--- src/rtl/adc_req_arbiter_pkg.sv ---
// rtl/adc_req_arbiter_pkg.sv - shared state encoding and default widths for the ADC request arbiter
// Holds the FSM state type and the default NREQ/DW/CHW/TMO values used by
// adc_req_arbiter and rr_pick.
package adc_req_arbiter_pkg;

    localparam int         ARB_NREQ = 4;
    localparam int         ARB_DW   = 10;
    localparam int         ARB_CHW  = 3;
    localparam logic [7:0] ARB_TMO  = 8'd255;

    typedef enum logic [1:0] {
        IDLE  = 2'd0,
        START = 2'd1,
        CONV  = 2'd2,
        DONE  = 2'd3
    } state_e;

endpackage

--- src/rtl/rr_pick.sv ---
// rtl/rr_pick.sv - combinational round-robin winner selection
// Ports:
//   req       [N-1:0]  request vector
//   last_ptr  [PW-1:0] index of the last granted requester
//   win_oh    [N-1:0]  one-hot winner (zero when no request)
//   win_valid          at least one request present
module rr_pick
    import adc_req_arbiter_pkg::*;
#(
    parameter int N  = ARB_NREQ,
    parameter int PW = 2
) (
    input  logic [N-1:0]  req,
    input  logic [PW-1:0] last_ptr,
    output logic [N-1:0]  win_oh,
    output logic          win_valid
);

    logic found;

    // First pass looks strictly above the last grant, second pass wraps to the
    // bottom; the last granted requester itself is reached last, so a lone
    // requester still wins every time.
    always_comb begin
        win_oh = '0;
        found  = 1'b0;
        for (int i = 0; i < N; i++) begin
            if (!found && req[i] && (i > int'(last_ptr))) begin
                win_oh[i] = 1'b1;
                found     = 1'b1;
            end
        end
        for (int i = 0; i < N; i++) begin
            if (!found && req[i]) begin
                win_oh[i] = 1'b1;
                found     = 1'b1;
            end
        end
    end

    assign win_valid = |req;

endmodule

--- src/rtl/adc_req_arbiter.sv ---
// rtl/adc_req_arbiter.sv - round-robin arbiter sharing one ADC controller among NREQ requesters
// Optional feature: define ADC_REQ_ARBITER_TIMEOUT_EN to abort conversions after TMO cycles.
// Ports:
//   clk, rst_n              clock, asynchronous active-low reset
//   en                      allows new grants
//   req, req_ch             per-requester request level and channel
//   gnt                     one-hot acceptance pulse
//   rsp_valid, rsp_data     one-hot result pulse to the owner, shared result
//   busy                    FSM not in IDLE
//   adc_soc, adc_ch_sel     start-of-conversion pulse and channel to the ADC
//   adc_eoc, adc_data       end-of-conversion level and result from the ADC
//   timeout_err             pulse when a conversion times out
module adc_req_arbiter
    import adc_req_arbiter_pkg::*;
#(
    parameter int         NREQ = ARB_NREQ,
    parameter int         DW   = ARB_DW,
    parameter int         CHW  = ARB_CHW,
    parameter logic [7:0] TMO  = ARB_TMO
) (
    input  logic                clk,
    input  logic                rst_n,
    input  logic                en,
    input  logic [NREQ-1:0]     req,
    input  logic [NREQ*CHW-1:0] req_ch,
    output logic [NREQ-1:0]     gnt,
    output logic [NREQ-1:0]     rsp_valid,
    output logic [DW-1:0]       rsp_data,
    output logic                busy,
    output logic                adc_soc,
    output logic [CHW-1:0]      adc_ch_sel,
    input  logic                adc_eoc,
    input  logic [DW-1:0]       adc_data,
    output logic                timeout_err
);

    localparam int PW = (NREQ > 1) ? $clog2(NREQ) : 1;

    state_e          state_q, state_d;
    logic [NREQ-1:0] owner_q, owner_d;
    logic [PW-1:0]   ptr_q, ptr_d;
    logic [CHW-1:0]  ch_q, ch_d;
    logic [NREQ-1:0] gnt_q, gnt_d;
    logic [NREQ-1:0] rsp_valid_q, rsp_valid_d;
    logic [DW-1:0]   rsp_data_q, rsp_data_d;
    logic            soc_q, soc_d;
    logic            eoc_q, eoc_d;

    logic [NREQ-1:0] win_oh;
    logic            win_valid;
    logic [PW-1:0]   win_idx;
    logic [CHW-1:0]  win_ch;

`ifdef ADC_REQ_ARBITER_TIMEOUT_EN
    logic [7:0] cnt_q, cnt_d;
    logic       tmo_err_q, tmo_err_d;
`endif

    rr_pick #(
        .N  (NREQ),
        .PW (PW)
    ) u_rr_pick (
        .req       (req),
        .last_ptr  (ptr_q),
        .win_oh    (win_oh),
        .win_valid (win_valid)
    );

    // Winner index and its channel, taken from the one-hot winner.
    always_comb begin
        win_idx = '0;
        win_ch  = '0;
        for (int i = 0; i < NREQ; i++) begin
            if (win_oh[i]) begin
                win_idx = PW'(i);
            end
            win_ch = win_ch | (req_ch[i*CHW +: CHW] & {CHW{win_oh[i]}});
        end
    end

    always_comb begin
        state_d     = state_q;
        owner_d     = owner_q;
        ptr_d       = ptr_q;
        ch_d        = ch_q;
        gnt_d       = '0;
        rsp_valid_d = '0;
        rsp_data_d  = rsp_data_q;
        soc_d       = 1'b0;
        eoc_d       = adc_eoc;
`ifdef ADC_REQ_ARBITER_TIMEOUT_EN
        cnt_d       = cnt_q;
        tmo_err_d   = 1'b0;
`endif
        case (state_q)
            IDLE: begin
                if (en && win_valid) begin
                    owner_d = win_oh;
                    ptr_d   = win_idx;
                    ch_d    = win_ch;
                    gnt_d   = win_oh;
                    state_d = START;
                end
            end
            START: begin
                soc_d   = 1'b1;
                state_d = CONV;
`ifdef ADC_REQ_ARBITER_TIMEOUT_EN
                cnt_d   = '0;
`endif
            end
            CONV: begin
                // eoc_q holds last cycle's level, so an eoc already high on
                // entry is not an edge.
                if (adc_eoc && !eoc_q) begin
                    rsp_data_d = adc_data;
                    state_d    = DONE;
                end
`ifdef ADC_REQ_ARBITER_TIMEOUT_EN
                else if (cnt_q == TMO - 8'd1) begin
                    rsp_data_d = '1;
                    tmo_err_d  = 1'b1;
                    state_d    = DONE;
                end else begin
                    cnt_d = cnt_q + 8'd1;
                end
`endif
            end
            DONE: begin
                rsp_valid_d = owner_q;
                state_d     = IDLE;
            end
            default: state_d = IDLE;
        endcase
    end

    always_ff @(posedge clk or negedge rst_n) begin
        if (!rst_n) begin
            state_q     <= IDLE;
            owner_q     <= '0;
            ptr_q       <= PW'(NREQ - 1);
            ch_q        <= '0;
            gnt_q       <= '0;
            rsp_valid_q <= '0;
            rsp_data_q  <= '0;
            soc_q       <= 1'b0;
            eoc_q       <= 1'b0;
        end else begin
            state_q     <= state_d;
            owner_q     <= owner_d;
            ptr_q       <= ptr_d;
            ch_q        <= ch_d;
            gnt_q       <= gnt_d;
            rsp_valid_q <= rsp_valid_d;
            rsp_data_q  <= rsp_data_d;
            soc_q       <= soc_d;
            eoc_q       <= eoc_d;
        end
    end

`ifdef ADC_REQ_ARBITER_TIMEOUT_EN
    always_ff @(posedge clk or negedge rst_n) begin
        if (!rst_n) begin
            cnt_q     <= '0;
            tmo_err_q <= 1'b0;
        end else begin
            cnt_q     <= cnt_d;
            tmo_err_q <= tmo_err_d;
        end
    end

    assign timeout_err = tmo_err_q;
`else
    logic tmo_unused;
    assign tmo_unused  = ^TMO;
    assign timeout_err = 1'b0;
`endif

    assign gnt        = gnt_q;
    assign rsp_valid  = rsp_valid_q;
    assign rsp_data   = rsp_data_q;
    assign busy       = (state_q != IDLE);
    assign adc_soc    = soc_q;
    assign adc_ch_sel = ch_q;

endmodule

--- config.mk ---
export PLATFORM = sky130hd
export DESIGN_NAME = adc_req_arbiter
export DESIGN_NICKNAME = d
export VERILOG_FILES = /design/src/rtl/adc_req_arbiter_pkg.sv /design/src/rtl/rr_pick.sv /design/src/rtl/adc_req_arbiter.sv
export SDC_FILE = /design/constraint.sdc
export NUM_CORES = 1
export LEC_CHECK = 0
export ABC_AREA = 0
export CAP_MARGIN = 5
export CORE_UTILIZATION = 49
export CTS_BUF_LIST = sky130_fd_sc_hd__clkbuf_4
export DETAILED_ROUTE_END_ITERATION = 8
export GPL_TIMING_DRIVEN = 0
export PLACE_DENSITY = 0.95
export SKIP_LAST_GASP = 1
export SYNTH_ARGS = -nofsm -noshare
export SYNTH_HDL_FRONTEND = slang
export SYNTH_SLANG_ARGS = --single-unit
export TNS_END_PERCENT = 50
--- constraint.sdc ---
create_clock -name clk -period 4.1 [get_ports clk]
set_input_delay 0.82 -clock clk [delete_from_list [all_inputs] [get_ports clk]]
set_output_delay 0.82 -clock clk [all_outputs]
set_load 0.01 [all_outputs]
After elaboration in Yosys (flattened, before gate mapping) --
Index checks and enable logic that the tools add are counted. Widths: inputs -> output; s select.
Word-level totals: bits in registers 31, latch bits 0, bits in writable memories 0, ROM bits 0, input port bits 30, output and inout port bits 24, memories 0
Operators by class: add/subtract/negate cells 0, $mul 0, div/mod/pow operators 0, $lt $le $gt $ge 3, eq/ne operators 5, shift-type cells 0, muxes and demuxes 22, bitwise logic cells 7, reduce and logical (&&, ||, !) cells 24
Operators with widths (count):
- $mux 1 | 14
- $and 3x3->3 | 4
- $mux 4 | 3
- $logic_and 1x1->1 | 11
- $or 3x3->3 | 3
- $mux 2 | 4
- $pmux 2 s4 | 1
- $logic_not 1->1 | 7
- $reduce_and 2->1 | 3
- $eq 2x2->1 const B | 2
- $gt 2x2->1 const A | 2
- $ne 2x2->1 const B | 2
- $reduce_or 4->1 | 1
- $eq 2x1->1 const B | 1
- $gt 1x2->1 const A | 1
- $logic_not 2->1 | 1
- $reduce_bool 2->1 | 1

Longest topological paths before layout --
Gate-level depths: netlist of run 1.
depth in word-level cells 25, gate-level depth with buffers 8, depth with buffers taken out 6

Modules after synthesis --
A second synthesis of run 1 with hierarchy kept.
Second synthesis, totals: cell total of the unflattened synthesis 109, area total of the unflattened synthesis 1351.3 um^2
By module, submodules not included:
- adc_req_arbiter | times used 1, cells an instance 91, area each 1232.4 um^2, seq. area each 778.2 um^2
- rr_pick | times used 1, cells an instance 18, area each 118.9 um^2, seq. area each 0.0 um^2

Worst setup path after synthesis of run 1 --
Ideal clock, no wire load.
path type input -> register, start in req[1], end reg owner_q[2], library setup time 0.118 ns, data arrival time 1.765 ns, data required time 3.982 ns, path slack 2.217 ns, stages on the path 6, path buffers 2, cell sequence buf_6 o41ai_2 or2_1 buf_6 nor2_1 a21o_1
Between the ends: word-level cells in the longest chain between the ends 19, elaborated cells between the ends (all ways) 23, classes of those cells mux: 7; reduce/logical: 16
RTL lines:
- from (decl) | RTL line adc_req_arbiter.sv:24 | input logic [NREQ-1:0] req,
- $logic_and 1x1->1 | RTL line rr_pick.sv:28 | if (!found && req[i] && (i > int'(last_ptr))) begin
- $mux 1 | RTL line rr_pick.sv:28
- $logic_not 1->1 | RTL line rr_pick.sv:28
- $logic_and 1x1->1 (2 in series) | RTL line rr_pick.sv:28
- $mux 1 | RTL line rr_pick.sv:28
- $logic_not 1->1 | RTL line rr_pick.sv:28
- $logic_and 1x1->1 (2 in series) | RTL line rr_pick.sv:28
- $mux 1 | RTL line rr_pick.sv:28
- $logic_not 1->1 | RTL line rr_pick.sv:34 | if (!found && req[i]) begin
- $logic_and 1x1->1 | RTL line rr_pick.sv:34
- $mux 1 | RTL line rr_pick.sv:34
- $logic_not 1->1 | RTL line rr_pick.sv:34
- $logic_and 1x1->1 | RTL line rr_pick.sv:34
- $mux 1 | RTL line rr_pick.sv:34
- $logic_not 1->1 | RTL line rr_pick.sv:34
- $logic_and 1x1->1 | RTL line rr_pick.sv:34
- $mux 1 | RTL line rr_pick.sv:34
- to (signal assigned) | RTL line adc_req_arbiter.sv:150 | owner_q <= owner_d;
- to (decl) | RTL line adc_req_arbiter.sv:40 | logic [NREQ-1:0] owner_q, owner_d;
Parallel ways exist; a longest one is shown, timed or not. A chain may end at the register's enable or synchronous reset.

Worst setup path after layout of run 1 --
start reg state_q[0], end out busy
Between the ends: word-level cells in the longest chain between the ends 1
RTL lines:
- from (decl) | RTL line adc_req_arbiter.sv:39 | state_e state_q, state_d;
- from (signal assigned) | RTL line adc_req_arbiter.sv:149 | state_q <= state_d;
- $reduce_bool 2->1 | RTL line adc_req_arbiter.sv:182 | assign busy = (state_q != IDLE);
- to (decl) | RTL line adc_req_arbiter.sv:29 | output logic busy,
Every way passes these cells.

==> impl_metrics.sql, run 1 <==
INSERT INTO impl_metrics (metric_group, metric, value, unit) VALUES
('global_routing', 'first_pass_grt_wire_length', '4.87', 'mm'),
('outcome', 'status', 'finished, final reports clean', ''),
('synth', 'postSynthCellCount', '119', ''),
('placement', 'placed_area', '1970', 'um^2'),
('setup_path', 'crit_path_arrival_time', '1670', 'ps'),
('final_layout', 'final_nets', '210', ''),
('final_layout', 'drive_gt1_frac', '0.192', ''),
('placement', 'placed_cells', '200', ''),
('pwr', 'ir_worst_vdd', '0.000512', 'V'),
('floorplan', 'die_h', '56.1', 'um'),
('pwr', 'total_leakage_power', '0.894', 'nW'),
('setup_path', 'path_cells', 'inv_1 -> ha_1 -> inv_1 -> clkdlybuf4s50_1', ''),
('final_layout', 'multi_input_comb_area', '586', 'um^2'),
('placement', 'post-dp-hpwl', '2.26', 'mm'),
('global_routing', 'number_of_global_route_vias_before_repair', '1176', ''),
('synth', 'postSynthNetCount', '153', ''),
('floorplan', 'row_count', '19', ''),
('setup_path', 'cp-end-kind', 'output pin', ''),
('clocking', 'ctsResizeCount', '0', ''),
('clocking', 'numCtsBuffers', '5', ''),
('timing', 'finalSetupTns', '0', 'ps'),
('setup_path', 'r2r_slack', '2360', 'ps'),
('timing', 'worst_slew_margin_rel', '0.560', ''),
('pwr', 'power', '1.25', 'mW'),
('floorplan', 'design.core.area', '2760', 'um^2'),
('clocking', 'cts.reportedPaths.clkPinSlew', '90', 'ps'),
('synth', 'yosysWarnings', '0', ''),
('placement', 'port_buffers', '50', ''),
('timing', 'setup_viol', '0', ''),
('setup_path', 'critPathRequiredTime', '3280', 'ps'),
('timing', 'timing_hold_violations_final', '0', ''),
('clocking', 'ctsLongestPathBuffers', '2', ''),
('floorplan', 'design.portCount', '54', ''),
('run', 'drv_cap', '0', ''),
('clocking', 'cts_hold_repair.buffers', '0', ''),
('setup_path', 'critical_path.max_stage_delay', '540', 'ps'),
('clocking', 'post-cts-setup-buffers', '0', ''),
('timing', 'unrepaired_setup_endpoints_after_global_routing', 'false', ''),
('global_routing', 'grt_remaining_overflow', '0', ''),
('placement', 'finalWeightedCongestion', '0.844', ''),
('final_layout', 'layoutNonFillerInstCount', '208', ''),
('final_layout', 'most_frequent_cells_in_the_layout', 'sky130_fd_sc_hd__clkdlybuf4s50_1, sky130_fd_sc_hd__dfrtp_1, sky130_fd_sc_hd__nor2_1, sky130_fd_sc_hd__mux2_2, sky130_fd_sc_hd__a31oi_1', ''),
('setup_path', 'worst_setup_path_start_kind', 'flop', ''),
('routing', 'dr.first_iter.drc_count', '17', ''),
('final_layout', 'ff_latch_area', '778', 'um^2'),
('routing', 'detailroute.via_count', '1116', ''),
('global_routing', 'grt.total_usage', '0.205', ''),
('synth', 'synthDominantAreaCellType', 'sky130_fd_sc_hd__dfrtp_1', ''),
('synth', 'synth.distinct_cells', '35', ''),
('final_layout', 'final_design_area_no_fill', '2020', 'um^2'),
('floorplan', 'die-area', '3150', 'um^2'),
('routing', 'detail_route.first_pass.iterations', '4', ''),
('final_layout', 'syn2layout_area_growth', '41.0', '%'),
('synth', 'synth_area', '1430', 'um^2'),
('clocking', 'root_buffer', 'sky130_fd_sc_hd__clkbuf_4', ''),
('timing', 'minimum_clock_period_after_layout', '2490', 'ps'),
('floorplan', 'start_util', '0.520', ''),
('synth', 'avgSynthCellArea', '12.0', 'um^2'),
('final_layout', 'antenna_cells', '0', ''),
('timing', 'setup_slack_after_layout', '1610', 'ps'),
('routing', 'vias_per_cell', '5.37', ''),
('final_layout', 'num-fill-cells', '200', ''),
('global_routing', 'grt_start_max_net_pins', '32', ''),
('timing', 'post_route_fraction_of_the_period_consumed_by_the_critical_path', '0.608', ''),
('clocking', 'clock_tree.htree_level_count', '2', ''),
('routing', 'detail_route.drc_violations', '0', ''),
('setup_path', 'crit_slowest_cell', 'sky130_fd_sc_hd__clkdlybuf4s50_1', ''),
('min_path', 'holdCritPathClass', 'reg -> reg', ''),
('routing', 'routed_length_per_instance', '13.7', 'um'),
('final_layout', 'layout_commonest_cell', 'sky130_fd_sc_hd__clkdlybuf4s50_1', ''),
('routing', 'wirelength', '2.84', 'mm');
-- critical path, delay by kind of cell, from the launching register on --
kind	cells	cell delay [ps]
adders and majority gates	1	230
buffers and inverters	3	720
DFF	1	410
-- Yosys cell counts (all sizes together) --
master / n
a21o: 1
a21oi: 1
a22oi: 4
a31oi: 8
and2: 4
and3: 3
buf: 5
clkbuf: 1
conb: 1
dfrtp: 29
dfstp: 2
ha: 4
inv: 3
mux2: 10
nand2: 6
nand2b: 3
nand3: 4
nand3b: 1
nor2: 10
nor2b: 3
o211a: 1
o211ai: 1
o21ai: 5
o21bai: 2
o221ai: 1
o22a: 1
o311ai: 1
o41ai: 1
or2: 1
or3: 2
-- path summary, 6_finish.rpt --
kind	from	to	cells past startpoint
worst max-delay path	state_q[0]	busy	4
worst min-delay path	owner_q[3]	owner_q[3]	2
worst max register to register	state_q[0]	rsp_data[9]	5
worst min register to register	owner_q[3]	owner_q[3]	2
max in group asynchronous	rst_n	rsp_data[8]	1
min in group asynchronous	rst_n	adc_soc	1
-- power breakdown --
| part | switching [mW] | internal, mW |
|---|---|---|
| sequential | 0.0814 | 0.432 |
| clock | 0.0949 | 0.0709 |
| combinational | 0.245 | 0.330 |
-- layout make-up --
type                            count  area share
Clock inverter                      2     0.00433
Clock buffer                        6      0.0223
Sequential cell                    31       0.385
Tap cell                           31      0.0192
Multi-Input combinational cell     79       0.290
Timing Repair Buffer               50       0.245
Inverter                            3     0.00557
Buffer                              6      0.0291
-- metal layers --
layer	vias up	share of wire	global-route usage
met3	4	0.097	0.0953
li1	536	-	-
met4	0	0.0095	0.0801
met2	65	0.52	0.364
met5	-	0	0
met1	511	0.37	0.205
-- state kept, by name, summed over array words and instances, names as in the netlist, 2 cells and up --
register    cells
ptr_q           2
owner_q         4
rsp_valid       4
state_q         2
gnt             4
rsp_data       10
adc_ch_sel      3
-- cell families (layout without fill, tap and decap cells) --
| logic type | count (synthesis) | in the layout | share of synthesized area |
|---|---|---|---|
| adders and majority gates | 4 | 4 | 0.0349 |
| muxes | 10 | 10 | 0.0785 |
| buffers and inverters | 9 | 67 | 0.0489 |
| and+or+nand+nor | 37 | 37 | 0.138 |
| DFF | 31 | 31 | 0.543 |
| AOI/OAI and AO/OA | 27 | 27 | 0.154 |
| other | 1 | 1 | 0.00262 |
-- through the flow --
stage,utilization,hold WS [ps]
2_1_floorplan,-,441
3_3_place_gp,0.716,451
3_5_place_dp,0.716,468
4_1_cts,0.735,489
5_1_grt,0.733,505
6_report,0.733,480
Note: power is estimated with default switching activity, not from simulation.
==> run 2: changes to the inputs <==
- CORE_UTILIZATION: 49 -> 45
- PLACE_DENSITY: 0.95 -> 0.93
- clock period: 4.1 -> 2.3 ns (I/O delays scaled with it)
==> run 2 against run 1 <==
Compared with the run above:
- clock power rose by 150%
- power increased by 89%
- non-clock buffer count stayed put
- sequential power increased by 79%
- via count grew 1.7%
- design area up 1.9%
- count of clock-buffer cells in the layout shrank 1
- combinational power up 81%
- largest cell class unchanged
- highest routed layer unchanged
==> impl_metrics.sql, run 2 (same netlist as run 1, synthesis figures left out) <==
INSERT INTO impl_metrics (metric_group, metric, value, unit) VALUES
('clocking', 'ctsLongestPathBuffers', '2', ''),
('timing', 'worst_slew_margin_rel', '0.570', ''),
('setup_path', 'cp-end-kind', 'output pin', ''),
('setup_path', 'critical_path_cell_count', '4', ''),
('setup_path', 'path_cells', 'inv_1 -> ha_1 -> inv_1 -> clkdlybuf4s50_1', ''),
('run', 'drv_cap', '0', ''),
('final_layout', 'antenna_cells', '0', ''),
('floorplan', 'die_h', '58.5', 'um'),
('clocking', 'numClockSinks', '31', ''),
('routing', 'dr.first_iter.drc_count', '34', ''),
('final_layout', 'syn2layout_area_growth', '43.7', '%'),
('setup_path', 'critical_path_peak_fanout', '4', ''),
('clocking', 'clkLatencyLatePin', '330', 'ps'),
('clocking', 'cts_tree', 'done', ''),
('global_routing', 'grt.total_usage', '0.189', ''),
('clocking', 'cts.reportedPaths.clkPinSlew', '100', 'ps'),
('routing', 'route.top_layer_used', 'met4', ''),
('timing', 'post_route_fraction_of_the_period_consumed_by_the_critical_path', '0.946', ''),
('setup_path', 'critPathRequiredTime', '1840', 'ps'),
('final_layout', 'final_nets', '210', ''),
('setup_path', 'setup_crit_path_kind', 'reg -> out', ''),
('timing', 'minimum_clock_period_after_layout', '2180', 'ps'),
('pwr', 'p_sw', '0.784', 'mW'),
('clocking', 'ctsResizeCount', '0', ''),
('pwr', 'power_frac_seq', '0.389', ''),
('setup_path', 'crit_buf_inv', '3', ''),
('placement', 'placed_area', '1990', 'um^2'),
('routing', 'vias_per_cell', '5.14', ''),
('routing', 'detailroute.via_count', '1135', ''),
('clocking', 'post-cts-setup-buffers', '0', ''),
('final_layout', 'final_design_area_no_fill', '2060', 'um^2'),
('floorplan', 'die-area', '3420', 'um^2'),
('pwr', 'share_comb_of_total_power', '0.439', ''),
('setup_path', 'timing.critical_path.max_delay_family', 'buffers and inverters', ''),
('pwr', 'p_per_area', '1150', 'nW/um^2'),
('timing', 'timing.final.max_slew_violations', '0', ''),
('setup_path', 'crit_slowest_cell', 'sky130_fd_sc_hd__clkdlybuf4s50_1', ''),
('final_layout', 'layout_commonest_cell', 'sky130_fd_sc_hd__clkdlybuf4s50_1', ''),
('setup_path', 'critical_path.max_stage_delay', '550', 'ps'),
('global_routing', 'number_of_global_route_vias_before_repair', '1122', ''),
('min_path', 'holdCritPathClass', 'in -> async', ''),
('timing', 'setup_viol', '0', ''),
('pwr', 'total_leakage_power', '0.903', 'nW'),
('clocking', 'numCtsBuffers', '5', ''),
('floorplan', 'die_w', '58.5', 'um'),
('global_routing', 'antenna_found_initial', '0', ''),
('placement', 'post-dp-hpwl', '2.31', 'mm'),
('final_layout', 'drive_gt1_frac', '0.192', ''),
('routing', 'detail_route.first_pass.iterations', '4', ''),
('routing', 'detail_route.drc_violations', '0', ''),
('timing', 'finalSetupTns', '0', 'ps'),
('global_routing', 'first_pass_grt_wire_length', '4.77', 'mm'),
('routing', 'routed_length_per_instance', '13.5', 'um'),
('final_layout', 'num-fill-cells', '238', ''),
('outcome', 'status', 'finished, final reports clean', ''),
('floorplan', 'start_util', '0.474', ''),
('setup_path', 'worst-r2r-cell-count', '5', ''),
('routing', 'postRouteAntennaNets', '0', ''),
('timing', 'unrepaired_setup_endpoints_after_global_routing', 'false', ''),
('global_routing', 'grt_remaining_overflow', '0', ''),
('final_layout', 'largest_register_ff_count', '10', ''),
('clocking', 'clock_tree.htree_level_count', '2', ''),
('setup_path', 'crit_path_arrival_time', '1720', 'ps'),
('routing', 'm1WireLength', '1.16', 'mm'),
('floorplan', 'design.core.area', '3030', 'um^2'),
('timing', 'timing_hold_violations_final', '0', ''),
('timing', 'clock_skew', '5.54', 'ps'),
('routing', 'met3WireLength', '226', 'um'),
('global_routing', 'grt_start_max_net_pins', '32', ''),
('routing', 'wirelength', '2.98', 'mm'),
('pwr', 'power.internal', '1.58', 'mW'),
('floorplan', 'design.portCount', '54', ''),
('setup_path', 'crit_top_cell', 'sky130_fd_sc_hd__inv_1', ''),
('clocking', 'root_buffer', 'sky130_fd_sc_hd__clkbuf_4', ''),
('placement', 'port_buffers', '50', ''),
('pwr', 'p_clk_frac', '0.173', ''),
('pwr', 'ir_worst_vdd', '0.000565', 'V'),
('pwr', 'switching_share', '0.331', ''),
('placement', 'finalWeightedCongestion', '0.801', ''),
('final_layout', 'most_frequent_cells_in_the_layout', 'sky130_fd_sc_hd__clkdlybuf4s50_1, sky130_fd_sc_hd__dfrtp_1, sky130_fd_sc_hd__nor2_1, sky130_fd_sc_hd__mux2_2, sky130_fd_sc_hd__a31oi_1', ''),
('clocking', 'cts_hold_repair.buffers', '0', ''),
('floorplan', 'row_count', '20', ''),
('timing', 'highest_clock_rate', '460', 'MHz'),
('setup_path', 'worst_setup_path_start_kind', 'flop', ''),
('timing', 'worst_slew_pin_slew', '645', 'ps'),
('routing', 'dr_wl_met2', '1.56', 'mm');
## run 2: changes by cell type in the layout (fill, tap and decap cells not counted)
cell,delta
sky130_fd_sc_hd__clkbuf_4,-1
sky130_fd_sc_hd__bufinv_16,+1
## run 2: power by group through the flow
stage / registers [mW] / clock network (mW) / logic [mW]
CTS: 0.921 / 0.419 / 1.05
global placement: 0.905 / 0 / 0.999
floorplan: 0.970 / 0 / 0.508
detailed placement: 0.931 / 0 / 1.04
finish: 0.919 / 0.409 / 1.04
global route: 0.945 / 0.442 / 1.12
## run 2: layout make-up
class | instances | area (um^2) | share of cell area
multi-input combinational | 79 | 586 | 0.284
clock buffer | 5 | 37.5 | 0.0182
timing repair buffer | 50 | 495 | 0.240
tap | 44 | 55.1 | 0.0267
inverter | 3 | 11.3 | 0.00546
buffer | 6 | 58.8 | 0.0285
sequential | 31 | 778 | 0.378
clock inverter | 3 | 38.8 | 0.0188
## run 2: worst paths after layout
check / start / slack (ps) / to
min in group clk: req[1] / 420 / adc_ch_sel[0]
setup reg to reg: state_q[0] / 570 / rsp_data[5]
hold reg to reg: owner_q[1] / 490 / owner_q[1]
max in group asynchronous: rst_n / 1740 / state_q[0]
setup / recovery: state_q[0] / 120 / busy
hold / removal: rst_n / 140 / rsp_valid[1]
## run 2: routing by layer
metal / track usage / vias to the layer above
li1: - / 536
met1: 0.191 / 540
met2: 0.365 / 54
met3: 0.0593 / 5
met4: 0.0612 / 0
met5: 0 / -
## run 2: through the flow
step                      hold slack [ps]  cells  power, mW   util  setup WS, ps
after floorplan                       164    119       1.48      -           760
after global placement                453    213       1.90  0.657           204
after detailed placement              477    213       1.97  0.657           167
after CTS                             398    221       2.39  0.682           114
after global routing                  184    221       2.51  0.681          24.1
final                                 140    221       2.37  0.681           124
## run 2: worst reg2reg max path, cell delays in order (launching register included)
cell and delay [ps]:
sky130_fd_sc_hd__dfrtp_1 410, sky130_fd_sc_hd__inv_1 80, sky130_fd_sc_hd__ha_1 230, sky130_fd_sc_hd__nand3b_1 90, sky130_fd_sc_hd__clkbuf_1 420, sky130_fd_sc_hd__mux2_2 400
